**config.mk**
```make
export PLATFORM = sky130hd
export DESIGN_NAME = pci_arbiter_rr_flat
export DESIGN_NICKNAME = d
export VERILOG_FILES = /design/src/rtl/pci_arbiter_rr_if.sv /design/src/rtl/pci_arbiter_rr.sv /design/src/flat_wrapper.sv
export SDC_FILE = /design/constraint.sdc
export NUM_CORES = 1
export LEC_CHECK = 0
export ABC_AREA = 1
export CELL_PAD_IN_SITES_DETAIL_PLACEMENT = 1
export CELL_PAD_IN_SITES_GLOBAL_PLACEMENT = 1
export CORE_UTILIZATION = 41
export CTS_BUF_LIST = sky130_fd_sc_hd__clkbuf_16
export CTS_CLUSTER_DIAMETER = 120
export DETAILED_ROUTE_END_ITERATION = 7
export GPL_ROUTABILITY_DRIVEN = 0
export GPL_TIMING_DRIVEN = 0
export PLACE_DENSITY = 0.89
export RECOVER_POWER = 25
export REMOVE_ABC_BUFFERS = 1
export SLEW_MARGIN = 20
export SYNTH_ARGS = -nofsm -noshare
export SYNTH_HDL_FRONTEND = slang
export SYNTH_SLANG_ARGS = --single-unit
```
**constraint.sdc**
```tcl
create_clock -name clk -period 3.3 [get_ports clk]
set_clock_uncertainty 0.15 [all_clocks]
set_input_delay 0.495 -clock clk [delete_from_list [all_inputs] [get_ports clk]]
set_output_delay 0.495 -clock clk [all_outputs]
set_load 0.02 [all_outputs]
```
**src/rtl/pci_arbiter_rr_if.sv**
```systemverilog
// Shared-bus arbitration signals: per-device requests and grants plus the
// shared frame / initiator-ready lines the arbiter watches.
interface pci_arbiter_rr_if #(
  parameter int N_REQ = 4
);
  localparam int ID_W = $clog2(N_REQ);

  logic [N_REQ-1:0] req_n;
  logic             frame;
  logic             i_ready;
  logic [N_REQ-1:0] gnt_n;
  logic [ID_W-1:0]  gnt_id;
  logic             bus_busy;
  logic             timeout_pls;

  // Arbiter side: observes requests and bus activity, drives grants.
  modport master (
    input  req_n,
    input  frame,
    input  i_ready,
    output gnt_n,
    output gnt_id,
    output bus_busy,
    output timeout_pls
  );

  // Device side: drives requests and bus activity, observes grants.
  modport slave (
    output req_n,
    output frame,
    output i_ready,
    input  gnt_n,
    input  gnt_id,
    input  bus_busy,
    input  timeout_pls
  );
endinterface

```
**src/rtl/pci_arbiter_rr.sv**
```systemverilog
// Central arbiter for the shared PCI-style bus. Grants one device at a time
// (fixed or round-robin priority), revokes grants that are never used, and
// inserts one turnaround cycle between bus owners.
module pci_arbiter_rr #(
  parameter int N_REQ   = 4,
  parameter int RR_MODE = 1,
  parameter int TIMEOUT = 16
) (
  input  logic             clk,
  input  logic             reset,
  pci_arbiter_rr_if.master bus
);
  localparam int ID_W   = $clog2(N_REQ);
  localparam int TCNT_W = $clog2(TIMEOUT);

  localparam logic [N_REQ-1:0]  GNT_NONE  = {N_REQ{1'b1}};
  localparam logic [N_REQ-1:0]  ONE_LSB   = {{(N_REQ-1){1'b0}}, 1'b1};
  localparam logic [ID_W-1:0]   LAST_ID   = ID_W'(N_REQ - 1);
  localparam logic [TCNT_W-1:0] TCNT_LAST = TCNT_W'(TIMEOUT - 1);

  typedef enum logic [1:0] {
    S_IDLE  = 2'd0,
    S_GRANT = 2'd1,
    S_BUSY  = 2'd2,
    S_TURN  = 2'd3
  } state_t;

  state_t             state_r;
  logic [N_REQ-1:0]   gnt_n_r;
  logic [ID_W-1:0]    gnt_id_r;
  logic               bus_busy_r;
  logic               timeout_pls_r;
  logic [ID_W-1:0]    rr_ptr_r;
  logic [TCNT_W-1:0]  tcnt_r;

  logic               bus_idle_s;
  logic               any_req_s;
  logic [ID_W-1:0]    base_s;
  logic [ID_W-1:0]    idx_s;
  logic [ID_W-1:0]    win_s;

  assign bus_idle_s = bus.frame & bus.i_ready;
  assign any_req_s  = ~(&bus.req_n);
  // Fixed priority is round-robin with the pointer pinned to the last index,
  // which makes index 0 the first candidate.
  assign base_s     = (RR_MODE != 0) ? rr_ptr_r : LAST_ID;

  // Pick the first requester after base_s, scanning circularly; the scan
  // runs farthest-first so the nearest requester overwrites the result.
  always_comb begin
    win_s = {ID_W{1'b0}};
    idx_s = {ID_W{1'b0}};
    for (int k = N_REQ; k >= 1; k--) begin
      idx_s = ID_W'((int'(base_s) + k) % N_REQ);
      win_s = (!bus.req_n[idx_s]) ? idx_s : win_s;
    end
  end

  // Arbitration state machine with all outputs registered.
  always_ff @(posedge clk) begin
    if (reset) begin
      state_r       <= S_IDLE;
      gnt_n_r       <= GNT_NONE;
      gnt_id_r      <= {ID_W{1'b0}};
      bus_busy_r    <= 1'b0;
      timeout_pls_r <= 1'b0;
      rr_ptr_r      <= LAST_ID;
      tcnt_r        <= {TCNT_W{1'b0}};
    end else begin
      case (state_r)
        S_IDLE: begin
          timeout_pls_r <= 1'b0;
          if (any_req_s && bus_idle_s) begin
            gnt_n_r    <= ~(ONE_LSB << win_s);
            gnt_id_r   <= win_s;
            tcnt_r     <= {TCNT_W{1'b0}};
            bus_busy_r <= 1'b1;
            state_r    <= S_GRANT;
          end else begin
            gnt_n_r    <= GNT_NONE;
            bus_busy_r <= 1'b0;
          end
        end
        S_GRANT: begin
          // Frame start wins over withdrawal and timeout in the same cycle.
          if (!bus.frame) begin
            rr_ptr_r <= gnt_id_r;
            state_r  <= S_BUSY;
          end else if (bus.req_n[gnt_id_r]) begin
            gnt_n_r    <= GNT_NONE;
            bus_busy_r <= 1'b0;
            state_r    <= S_IDLE;
          end else if (tcnt_r == TCNT_LAST) begin
            gnt_n_r       <= GNT_NONE;
            bus_busy_r    <= 1'b0;
            timeout_pls_r <= 1'b1;
            rr_ptr_r      <= gnt_id_r;
            state_r       <= S_IDLE;
          end else begin
            tcnt_r <= tcnt_r + TCNT_W'(1);
          end
        end
        S_BUSY: begin
          // Owner keeps the grant until the last data phase completes.
          if (bus_idle_s) begin
            gnt_n_r    <= GNT_NONE;
            bus_busy_r <= 1'b0;
            state_r    <= S_TURN;
          end else begin
            state_r <= S_BUSY;
          end
        end
        S_TURN: begin
          gnt_n_r       <= GNT_NONE;
          bus_busy_r    <= 1'b0;
          timeout_pls_r <= 1'b0;
          state_r       <= S_IDLE;
        end
        default: begin
          gnt_n_r       <= GNT_NONE;
          bus_busy_r    <= 1'b0;
          timeout_pls_r <= 1'b0;
          state_r       <= S_IDLE;
        end
      endcase
    end
  end

  assign bus.gnt_n       = gnt_n_r;
  assign bus.gnt_id      = gnt_id_r;
  assign bus.bus_busy    = bus_busy_r;
  assign bus.timeout_pls = timeout_pls_r;
endmodule

```
**src/flat_wrapper.sv**
```systemverilog
// flat-port wrapper written by rule: the top's interface ports become plain ports
module pci_arbiter_rr_flat 
#(
  parameter int N_REQ   = 4,
  parameter int RR_MODE = 1,
  parameter int TIMEOUT = 16
)
  (clk, reset, bus_req_n, bus_frame, bus_i_ready, bus_gnt_n, bus_gnt_id, bus_bus_busy, bus_timeout_pls);
  pci_arbiter_rr_if #(.N_REQ(N_REQ)) bus_i ();
  input  logic clk;
  input  logic reset;
  input wire logic [$bits(bus_i.req_n)-1:0] bus_req_n;
  input wire logic [$bits(bus_i.frame)-1:0] bus_frame;
  input wire logic [$bits(bus_i.i_ready)-1:0] bus_i_ready;
  output wire logic [$bits(bus_i.gnt_n)-1:0] bus_gnt_n;
  output wire logic [$bits(bus_i.gnt_id)-1:0] bus_gnt_id;
  output wire logic [$bits(bus_i.bus_busy)-1:0] bus_bus_busy;
  output wire logic [$bits(bus_i.timeout_pls)-1:0] bus_timeout_pls;
  assign bus_i.req_n = bus_req_n;
  assign bus_i.frame = bus_frame;
  assign bus_i.i_ready = bus_i_ready;
  assign bus_gnt_n = bus_i.gnt_n;
  assign bus_gnt_id = bus_i.gnt_id;
  assign bus_bus_busy = bus_i.bus_busy;
  assign bus_timeout_pls = bus_i.timeout_pls;
  pci_arbiter_rr #(.N_REQ(N_REQ), .RR_MODE(RR_MODE), .TIMEOUT(TIMEOUT)) u_core (.clk(clk), .reset(reset), .bus(bus_i));
endmodule
```
# Yosys cells after proc, flatten, opt, wreduce, memory -nomap -nowiden
# Index checks and enable logic that the tools add are counted.
dict set report totals {
  input_bits 8
  output_inout_bits 8
  ff_bits 16
  word_cells 91
}
dict set report op_classes {
  muxes 44
  reduce_logical 12
  shifts 1
  n_bitwise 3
  order_cmp 5
  eq_ne 14
  add_sub_neg 5
}
# operator n
set ops {}
lappend ops {{$mux 4} 9}
lappend ops {{$mux 2} 11}
lappend ops {{$pmux 4 s4} 1}
lappend ops {{$lt 2x3->1 const B} 5}
lappend ops {{$mux 1} 14}
lappend ops {{$bmux 1 s2} 5}
lappend ops {{$ne 2x1->1 const B} 4}
lappend ops {{$ne 2x2->1 const B} 4}
lappend ops {{$pmux 2 s4} 1}
lappend ops {{$pmux 4 s2} 1}
lappend ops {{$reduce_and 4->1} 2}
lappend ops {{$reduce_and 3->1} 2}
lappend ops {{$reduce_and 5->1} 1}
lappend ops {{$add 2x1->2 const B} 2}
lappend ops {{$add 2x2->2 const B} 2}
lappend ops {{$add 4x1->4 const B} 1}
lappend ops {{$eq 2x2->1 const B} 2}
lappend ops {{$eq 4x4->1 const B} 1}
lappend ops {{$ne 4x2->1 const B} 1}
lappend ops {{$not 4->4} 1}
lappend ops {{$pmux 1 s4} 1}
lappend ops {{$reduce_and 2->1} 2}
lappend ops {{$reduce_bool 2->1} 2}
lappend ops {{$shl 1x2->4 const A} 1}
lappend ops {{8 further kinds} 8}

# Longest topological paths before layout
# Gate-level depths: netlist (run 1).
dict set report logic_depth {
  word_depth 11
  ltp_mapped 13
  depth_no_buf 12
}

# Least setup slack after synthesis (run 1)
# Ideal clock, no wire load.
dict set report synth_timing {
  path_type {register to register}
  start {register (tool-made name)}
  end {register u_core.tcnt_r[1]}
  n_path_buf 0
  arrival_time_ps 1331
  stages_incl_launch_ff 9
  setup_slack_ps 1686
  period_less_slack_ps 1614
  t_required_ps 3017
  setup_ps 133
  path_cell_list {dfxtp_1 -> inv_1 -> ha_1 -> inv_4 -> nor2_4 -> a211oi_4 -> nand2_2 -> nand2_1 -> a21oi_2}
}
# element line
set synth_rtl {}
lappend synth_rtl {{end signal, assigned} pci_arbiter_rr.sv:68} ;# tcnt_r <= {TCNT_W{1'b0}};
lappend synth_rtl {{end signal, assigned} pci_arbiter_rr.sv:76} ;# tcnt_r <= {TCNT_W{1'b0}};
lappend synth_rtl {{end signal, assigned} pci_arbiter_rr.sv:100} ;# tcnt_r <= tcnt_r + TCNT_W'(1);
lappend synth_rtl {{end, declared} pci_arbiter_rr.sv:34} ;# logic [TCNT_W-1:0] tcnt_r;

# Final worst setup path (run 1)
dict set report layout_timing {
  start {input bus_req_n[2]}
  end {register u_core.gnt_n_r[0] (netlist: u_core.bus.gnt_n[0])}
}
dict set report layout_between {
  elab_chain_len 10
  word_cells_on_any_way 25
  classes_between {1 x eq/ne; 1 x shift; 18 x mux; 2 x bitwise; 3 x reduce/logical}
}
# element line
set layout_rtl {}
lappend layout_rtl {{start, declared} flat_wrapper.sv:12} ;# input wire logic [$bits(bus_i.req_n)-1:0] bus_req_n;
lappend layout_rtl {{$bmux 1 s2} pci_arbiter_rr.sv:55} ;# win_s = (!bus.req_n[idx_s]) ? idx_s : win_s;
lappend layout_rtl {{$mux 1 (implied by the code)} pci_arbiter_rr.sv:55}
lappend layout_rtl {{$mux 2 (4 in series)} pci_arbiter_rr.sv:55}
lappend layout_rtl {{$shl 1x2->4} pci_arbiter_rr.sv:74} ;# gnt_n_r <= ~(ONE_LSB << win_s);
lappend layout_rtl {{$not 4->4} pci_arbiter_rr.sv:74}
lappend layout_rtl {{$mux 4} pci_arbiter_rr.sv:73} ;# if (any_req_s && bus_idle_s) begin
lappend layout_rtl {{$pmux 4 s4} pci_arbiter_rr.sv:70} ;# case (state_r)
lappend layout_rtl {{end signal, assigned} pci_arbiter_rr.sv:74}
lappend layout_rtl {{end, declared} pci_arbiter_rr.sv:29} ;# logic [N_REQ-1:0] gnt_n_r;
# Parallel ways exist; a longest one is shown, timed or not. The select of a mux whose other input is x is not followed.
# A chain may end at the register's enable or synchronous reset.

==> results.json, run 1 <==
{
  "status": "finished, final reports clean",
  "drt_first_iter_violations": 31,
  "grt_pass1_vias": 1382,
  "crit_type": "primary input to flip-flop",
  "fp.dieW_um": 56.3,
  "clk_pin_slew_ps": 50,
  "start_util": 0.435,
  "whs_path_depth": 2,
  "final_cell_count_no_fill": 230,
  "hold_path.class": "flip-flop to flip-flop",
  "synth_most_common_cell": "nand2_1",
  "drv_slew": 0,
  "ys_ff_latch": 16,
  "antenna_left": 0,
  "dp_hpwl_um": 2610,
  "fin_crit_ps": 2040,
  "rr_endpoint": "u_core.tcnt_r[1]",
  "ctsResizeCount": 0,
  "r2r_setup_slack_ps": 1430,
  "setup_viol": 0,
  "synth_area_per_cell_um2": 6.65,
  "gr-total-overflow": 0,
  "row_count": 19,
  "cts_max_level": 1,
  "grt_pass1_wl_um": 6160,
  "ios": 16,
  "portBuffers": 15,
  "finalPower_w": 0.00118,
  "fmax_mhz": 491,
  "area_growth_pct": 20.9,
  "drive_gt1_frac": 0.186,
  "power.leakage_nw": 0.689,
  "fin_area_um2": 1460,
  "wl_per_cell_um": 15.2,
  "max_cap_viol_count": 0,
  "viasPerCell": 5.26,
  "wl_um": 3500,
  "crit_path_end_kind": "flip-flop",
  "synth-edff-count": 0,
  "vias": 1210,
  "synth_cell_types": 29,
  "grt_max_degree": 15,
  "cp_cell_sequence": "clkdlybuf4s50_1 -> inv_1 -> nand2_1 -> nand2_1 -> nand2_1 -> nand2_1 -> nand2_1 -> nand2_1 -> nand2_1 -> nand2_1 -> o21ai_1 -> nand2_1",
  "antenna_found_initial": 0,
  "root_buffer": "clkbuf_16",
  "postCtsSetupBuffers": 0,
  "required_ps": 3280,
  "yosysWarnings": 0,
  "tightest_slew_ps": 633,
  "grt.total_usage": 0.247,
  "synthTopCellsByCount": "nand2_1 (60), inv_1 (17), dfxtp_1 (16)",
  "min_to": "u_core.bus.gnt_n[1]",
  "numCtsBuffers": 3,
  "mappedNetlistArea_um2": 1210,
  "cts_tree": "yes",
  "synthesis.instances": 182,
  "synthTopCellsByArea": "dfxtp_1 (26%), nand2_1 (19%), a21oi_1 (5.8%)",
  "worstSetupStartpointType": "primary input",
  "place_area_um2": 1380,
  "remaining_drc_errors": 0,
  "min-delay-start": "u_core.bus.gnt_n[1]",
  "crit_path_frequent_cell": "nand2_1",
  "place_inst": 226,
  "ys.flop_type": "dfxtp_1",
  "powerDensity_nw_per_um2": 804,
  "die_h_um": 56.3,
  "slew_headroom": 0.577,
  "async_flop_share": 0,
  "clkSinkCount": 16,
  "insertion_delay_ps": 240,
  "cts_hold_buffers": 0,
  "die_area_um2": 3170,
  "rsz0062_at_grt": "false",
  "fin_crit_sh": 0.617,
  "slowest_stage": "clkdlybuf4s50_1",
  "rr_worst_depth": 8,
  "finish.utilization": 0.526,
  "core_area_um2": 2780,
  "cp_max_fo": 4,
  "worst-endpoint-arrival_ps": 2020,
  "synth_top_area_frac": 0.265,
  "nets": 213,
  "cts_buffer_depth": 2,
  "first_pass_iters": 4,
  "ys_seq_area_frac": 0.265,
  "irDropWorstVdd_v": 0.000548,
  "finalSetupTns_ps": 0,
  "yosysTopAreaCell": "dfxtp_1",
  "diodes": 0,
  "finalHoldViolations": 0,
  "cp_slowest_stage_delay_ps": 560
}
==> cell families (layout without fill, tap and decap cells) <==
logic type | after synthesis | count (layout) | synth area share
XOR/XNOR | 1 | 1 | 0.00724
AO/OA/AOI/OAI | 29 | 29 | 0.148
buffers and inverters | 27 | 44 | 0.0962
adder cells (fa/ha/maj) | 5 | 5 | 0.0517
AND/OR/NAND/NOR | 104 | 104 | 0.432
flip-flops | 16 | 16 | 0.265
==> where the power goes <==
group | switching, W | internal (W) | total [W]
sequential | 0.0000423 | 0.000243 | 0.000286
combinational | 0.000427 | 0.000226 | 0.000653
clock | 0.0000774 | 0.000161 | 0.000238
total | 0.000546 | 0.000630 | 0.00118
==> sequential cells by signal (all words and copies together) (netlist names), named ones only <==
register                count
u_core.bus.gnt_n            4
u_core.tcnt_r               4
u_core.base_s               2
u_core.bus.gnt_id           2
u_core.bus.bus_busy         1
u_core.bus.timeout_pls      1
u_core.state_r              1
==> cells in the final DEF, fill, tap and decap left out, drive strengths merged <==
master | Yosys | routed
nand3 | 15 | 15
xor2 | 1 | 1
clkdlybuf4s50 | 0 | 9
a211oi | 1 | 1
nand4 | 1 | 1
or2 | 1 | 1
clkinv | 1 | 2
dfxtp | 16 | 16
o21ai | 11 | 11
dlygate4sd3 | 0 | 6
a21oi | 17 | 17
nor2 | 13 | 13
inv | 24 | 24
and2 | 1 | 1
ha | 5 | 5
nand2 | 72 | 72
clkbuf | 1 | 3
nor3 | 1 | 1
==> worst max path at each step <==
stage,startpoint,endpoint,slack [ps],cells past startpoint
after floorplan,flip-flop,u_core.tcnt_r[1],1700,8
after global placement,bus_req_n[1],u_core.bus.gnt_n[0],1160,12
after detailed placement,bus_req_n[2],u_core.bus.gnt_n[0],1050,12
after CTS,bus_req_n[2],u_core.bus.gnt_n[0],1250,12
after global routing,bus_req_n[2],u_core.bus.gnt_n[0],1130,12
final,bus_req_n[2],u_core.bus.gnt_n[0],1260,12
==> critical path, delay by kind of cell <==
kind | cells | cell delay, ps
simple gates | 9 | 750
buf+inv | 2 | 640
compound gates | 1 | 140
==> cell type report <==
cell class                      count  area (µm²)
Clock buffer                        3        75.1
Clock inverter                      1        3.75
Fill cell                         368        1320
Inverter                           25         101
Multi-Input combinational cell    139         773
Sequential cell                    16         320
Tap cell                           31        38.8
Timing Repair Buffer               15         150
==> metrics by stage <==
| step | hold slack [ps] | worst slack (ps) |
|---|---|---|
| 3_5_place_dp | 320 | 1050 |
| 6_report | 325 | 1260 |
| 5_1_grt | 350 | 1130 |
| 4_1_cts | 334 | 1250 |
| 3_3_place_gp | 305 | 1160 |
| 2_1_floorplan | 314 | 1700 |
==> per-layer routing <==
layer  vias to the layer above  global-route usage  wire length [µm]
li1                        608                   -                 -
met1                       587               0.266              1400
met2                         9               0.491              2010
met3                         6              0.0253                38
met4                         0              0.0801                53
met5                         -                   0                 0
No activity file was read; power rests on OpenSTA's default activity.
==> run 2, diff against run 1 <==
- CORE_UTILIZATION: 41 -> 38
- PLACE_DENSITY: 0.89 -> 0.84
- clock period: 3.3 -> 2 ns (I/O delays scaled with it)
==> run 2 against run 1 <==
Compared with the run above: sequential cell count unchanged; wire length down 11%; setup slack worse by 1100 ps; critical path type is now flip-flop to flip-flop.
==> results.json, run 2 (synthesis results as in run 1) <==
{
  "status": "finished, final reports clean",
  "postCtsSetupBuffers": 0,
  "grt_pass1_wl_um": 5400,
  "power.leakage_nw": 0.686,
  "worstSetupStartpointType": "flip-flop",
  "grt.total_usage": 0.209,
  "start_util": 0.400,
  "hold_path.class": "flip-flop to flip-flop",
  "row_count": 20,
  "wl_um": 3130,
  "area_growth_pct": 22.2,
  "remaining_drc_errors": 0,
  "n_fill_cell": 405,
  "cp_max_fo": 8,
  "clk_pin_slew_ps": 50,
  "viasPerCell": 4.95,
  "finalWorstSetupSlack_ps": 144,
  "die_h_um": 58.4,
  "finalHoldViolations": 0,
  "irDropWorstVdd_v": 0.000973,
  "nets": 213,
  "fin_crit_sh": 0.928,
  "fmax_mhz": 539,
  "worst-endpoint-arrival_ps": 1810,
  "ctsResizeCount": 0,
  "cts_tree": "yes",
  "crit_type": "flip-flop to flip-flop",
  "clkSinkCount": 16,
  "portBuffers": 15,
  "die_area_um2": 3410,
  "insertion_delay_ps": 250,
  "fp.dieW_um": 58.4,
  "most-common-layout-cells": "nand2_1 (60), inv_1 (17), dfxtp_1 (16)",
  "dp_hpwl_um": 2470,
  "powerDensity_nw_per_um2": 1290,
  "diodes": 0,
  "root_buffer": "clkbuf_16",
  "drt_first_iter_violations": 31,
  "final_cell_count_no_fill": 243,
  "wl_per_cell_um": 12.9,
  "rsz0062_at_grt": "false",
  "cts_max_level": 1,
  "antenna_left": 0,
  "slew_headroom": 0.576,
  "gr-total-overflow": 0,
  "core_area_um2": 3030,
  "drv_slew": 0,
  "setup_viol": 0,
  "numCtsBuffers": 3,
  "final_common_cell": "nand2_1",
  "antenna_found_initial": 0,
  "crit_path_end_kind": "flip-flop",
  "vias": 1202,
  "max_cap_viol_count": 0,
  "finish.utilization": 0.488,
  "cts_hold_buffers": 0,
  "drive_gt1_frac": 0.186,
  "min-delay-start": "u_core.bus.gnt_n[1]",
  "place_inst": 239,
  "grt_max_degree": 15,
  "required_ps": 1960,
  "grt_pass1_vias": 1246,
  "place_ws_ps": -23.5,
  "fin_crit_ps": 1860,
  "finalHoldWorstSlack_ps": 315,
  "ios": 16,
  "tightest_slew_ps": 633,
  "cts_buffer_depth": 2,
  "first_pass_iters": 4
}
-- run 2: changes by cell type in the layout (fill, tap and decap cells not counted) --
cell and delta:
dlygate4sd3_1 -1, clkdlybuf4s50_1 +1
-- run 2: layer usage --
metal  routed length (µm)  GRT usage  vias to the layer above
met4                   56     0.0782                        0
met3                   62     0.0374                        8
met2                 1730      0.394                       15
li1                     -          -                      614
met5                    0          0                        -
met1                 1280      0.232                      565
-- run 2: final cells by class --
type                            instances  area [µm²]  share of cell area
Timing Repair Buffer                   15         150               0.102
Multi-Input combinational cell        139         773               0.523
Inverter                               25         101              0.0685
Clock buffer                            3        75.1              0.0508
Clock inverter                          1        3.75             0.00254
Sequential cell                        16         320               0.217
Tap cell                               44        55.1              0.0372
-- run 2: worst paths after layout --
| path | to | slack [ps] | depth (start not counted) |
|---|---|---|---|
| worst min-delay path | u_core.bus.gnt_n[1] | 310 | 2 |
| worst max register to register | u_core.tcnt_r[2] | 140 | 8 |
| worst min register to register | u_core.bus.gnt_n[1] | 310 | 2 |
| worst max-delay path | u_core.tcnt_r[2] | 140 | 8 |
-- run 2: power by group --
part	total (W)	switching (W)	leakage, nW	internal [W]
clock	0.000402	0.000136	0.0385	0.000266
combinational	0.00104	0.000667	0.517	0.000378
sequential	0.000467	0.0000656	0.131	0.000401
-- run 2: critical path, cell delays in order, from the launching register on --
cell and delay, ps:
dfxtp_1 330, inv_1 90, ha_1 270, inv_4 180, nor2_1 130, a211oi_4 280
nand2_2 130, nand2_1 90, a21oi_1 60
-- run 2: per-stage QoR --
step / setup TNS (ps) / instance area [µm²] / power (W)
finish: 0 / 1480 / 0.00191
detailed placement: -44.3 / 1400 / 0.00153
floorplan: 0 / 1190 / 0.00123
global route: 0 / 1480 / 0.00207
CTS: 0 / 1480 / 0.00195
global placement: 0 / 1400 / 0.00148
==> run 3, diff against run 2 <==
--- a/config.mk
+++ b/config.mk
@@ -12,3 +12,2 @@
 export CTS_BUF_LIST = sky130_fd_sc_hd__clkbuf_16
-export CTS_CLUSTER_DIAMETER = 120
 export DETAILED_ROUTE_END_ITERATION = 7
--- a/constraint.sdc
+++ b/constraint.sdc
@@ -4,2 +4,2 @@
 set_output_delay 0.3 -clock clk [all_outputs]
-set_load 0.02 [all_outputs]
+set_load 0.1 [all_outputs]
==> run 3 against run 2 <==
Compared with the run above: wire length up 0.38%; setup slack got worse by 91 ps; critical path depth down 7; sequential cell count unchanged; maximum frequency down 4.7%; largest cell class unchanged; global-route usage barely moved.
==> results.json, run 3 (synthesis results as in run 1) <==
{
  "row_count": 20,
  "first_pass_iters": 5,
  "fin_crit_ps": 1950,
  "grt_pass1_vias": 1242,
  "cp_slowest_stage_delay_ps": 850,
  "crit_path_end_kind": "primary output",
  "tightest_slew_ps": 955,
  "finalPower_w": 0.00218,
  "max_cap_viol_count": 0,
  "nets": 213,
  "cts_buffer_depth": 2,
  "finalHoldViolations": 0,
  "slew_headroom": 0.366,
  "wl_um": 3140,
  "path_delay_family": "buffers and inverters",
  "vias": 1207,
  "required_ps": 1550,
  "core_area_um2": 3030,
  "cts_max_level": 1,
  "place_inst": 239,
  "cp.depth": 1,
  "clkSinkCount": 16,
  "fin_crit_sh": 0.973,
  "power.leakage_nw": 0.683,
  "cts_hold_buffers": 0,
  "whs_path_depth": 2,
  "most-common-layout-cells": "nand2_1 (61), inv_1 (17), dfxtp_1 (16)",
  "portBuffers": 15,
  "dp_hpwl_um": 2470,
  "antenna_left": 0,
  "antenna_found_initial": 0,
  "clk_pin_slew_ps": 50,
  "worst-endpoint-arrival_ps": 1500,
  "ctsResizeCount": 9,
  "area_growth_pct": 20.3,
  "viasPerCell": 4.97,
  "die_area_um2": 3410,
  "remaining_drc_errors": 0,
  "grt_max_degree": 15,
  "path_buf_inv": 1,
  "grt.total_usage": 0.209,
  "fp.dieW_um": 58.4,
  "setup_viol": 0,
  "worstSetupStartpointType": "flip-flop",
  "cp_max_fo": 5,
  "hold_path.class": "flip-flop to flip-flop",
  "powerDensity_nw_per_um2": 1500,
  "finalWorstSetupSlack_ps": 53.3,
  "start_util": 0.400,
  "finalHoldWorstSlack_ps": 315,
  "crit_type": "flip-flop to primary output",
  "final_cell_count_no_fill": 243,
  "diodes": 0,
  "insertion_delay_ps": 250,
  "ios": 16,
  "root_buffer": "clkbuf_16",
  "grt_pass1_wl_um": 5390,
  "gr-total-overflow": 0,
  "place_ws_ps": -23.5,
  "final_common_cell": "nand2_1",
  "rsz0062_at_grt": "false",
  "drive_gt1_frac": 0.186,
  "cp_cell_sequence": "clkdlybuf4s15_1",
  "wl_per_cell_um": 12.9,
  "cts_tree": "yes",
  "drt_first_iter_violations": 23,
  "slowest_stage": "clkdlybuf4s15_1",
  "n_fill_cell": 410,
  "rr_worst_depth": 8,
  "status": "finished, final reports clean",
  "postCtsSetupBuffers": 0,
  "fmax_mhz": 514,
  "drv_slew": 0,
  "irDropWorstVdd_v": 0.00121,
  "numCtsBuffers": 3,
  "die_h_um": 58.4
}
==> run 3: cell types whose count changed in the layout (fill, tap and decap cells not counted), sizes merged <==
cell / previous run / this run
dlygate4sd3: 5 / 0
clkdlybuf4s50: 10 / 7
clkbuf: 3 / 4
clkdlybuf4s15: 0 / 1
dlygate4sd2: 0 / 6
==> run 3: stage by stage <==
stage	area, µm²	utilization	setup TNS, ps
2_1_floorplan	1190	-	-578
3_3_place_gp	1400	0.462	-18.4
3_5_place_dp	1400	0.462	-64.8
4_1_cts	1470	0.486	0
5_1_grt	1460	0.481	0
6_report	1460	0.481	0
==> run 3: layout make-up <==
type	instances	area, µm²	area share
multi-input cells	139	762	0.524
flip-flops and latches	16	320	0.220
repair buffers	15	138	0.0946
inverters	25	101	0.0696
clock buffers	3	75.1	0.0516
well taps	44	55.1	0.0378
clock inverters	1	3.75	0.00258
==> run 3: path summary, 6_finish.rpt <==
check,start,end,slack (ps)
setup / recovery,u_core.bus.gnt_id[0],bus_gnt_id[0],50
setup reg to reg,flip-flop,u_core.tcnt_r[2],160
hold reg to reg,u_core.bus.gnt_n[1],u_core.bus.gnt_n[1],320
hold / removal,u_core.bus.gnt_n[1],u_core.bus.gnt_n[1],320
==> run 3: where the power goes <==
group	internal [W]	switching (W)	total, W	leakage, nW
Combinational	0.000347	0.000967	0.00131	0.514
Clock	0.000266	0.000135	0.000401	0.0385
Sequential	0.000401	0.0000652	0.000466	0.131
==> run 3: layer usage <==
| layer | global-route usage | vias to the layer above | part of all wire | routed length [µm] |
|---|---|---|---|---|
| li1 | - | 613 | - | - |
| met1 | 0.231 | 572 | 0.41 | 1290 |
| met2 | 0.394 | 14 | 0.55 | 1730 |
| met3 | 0.0374 | 8 | 0.019 | 61 |
| met4 | 0.0782 | 0 | 0.018 | 56 |
| met5 | 0 | - | 0 | 0 |
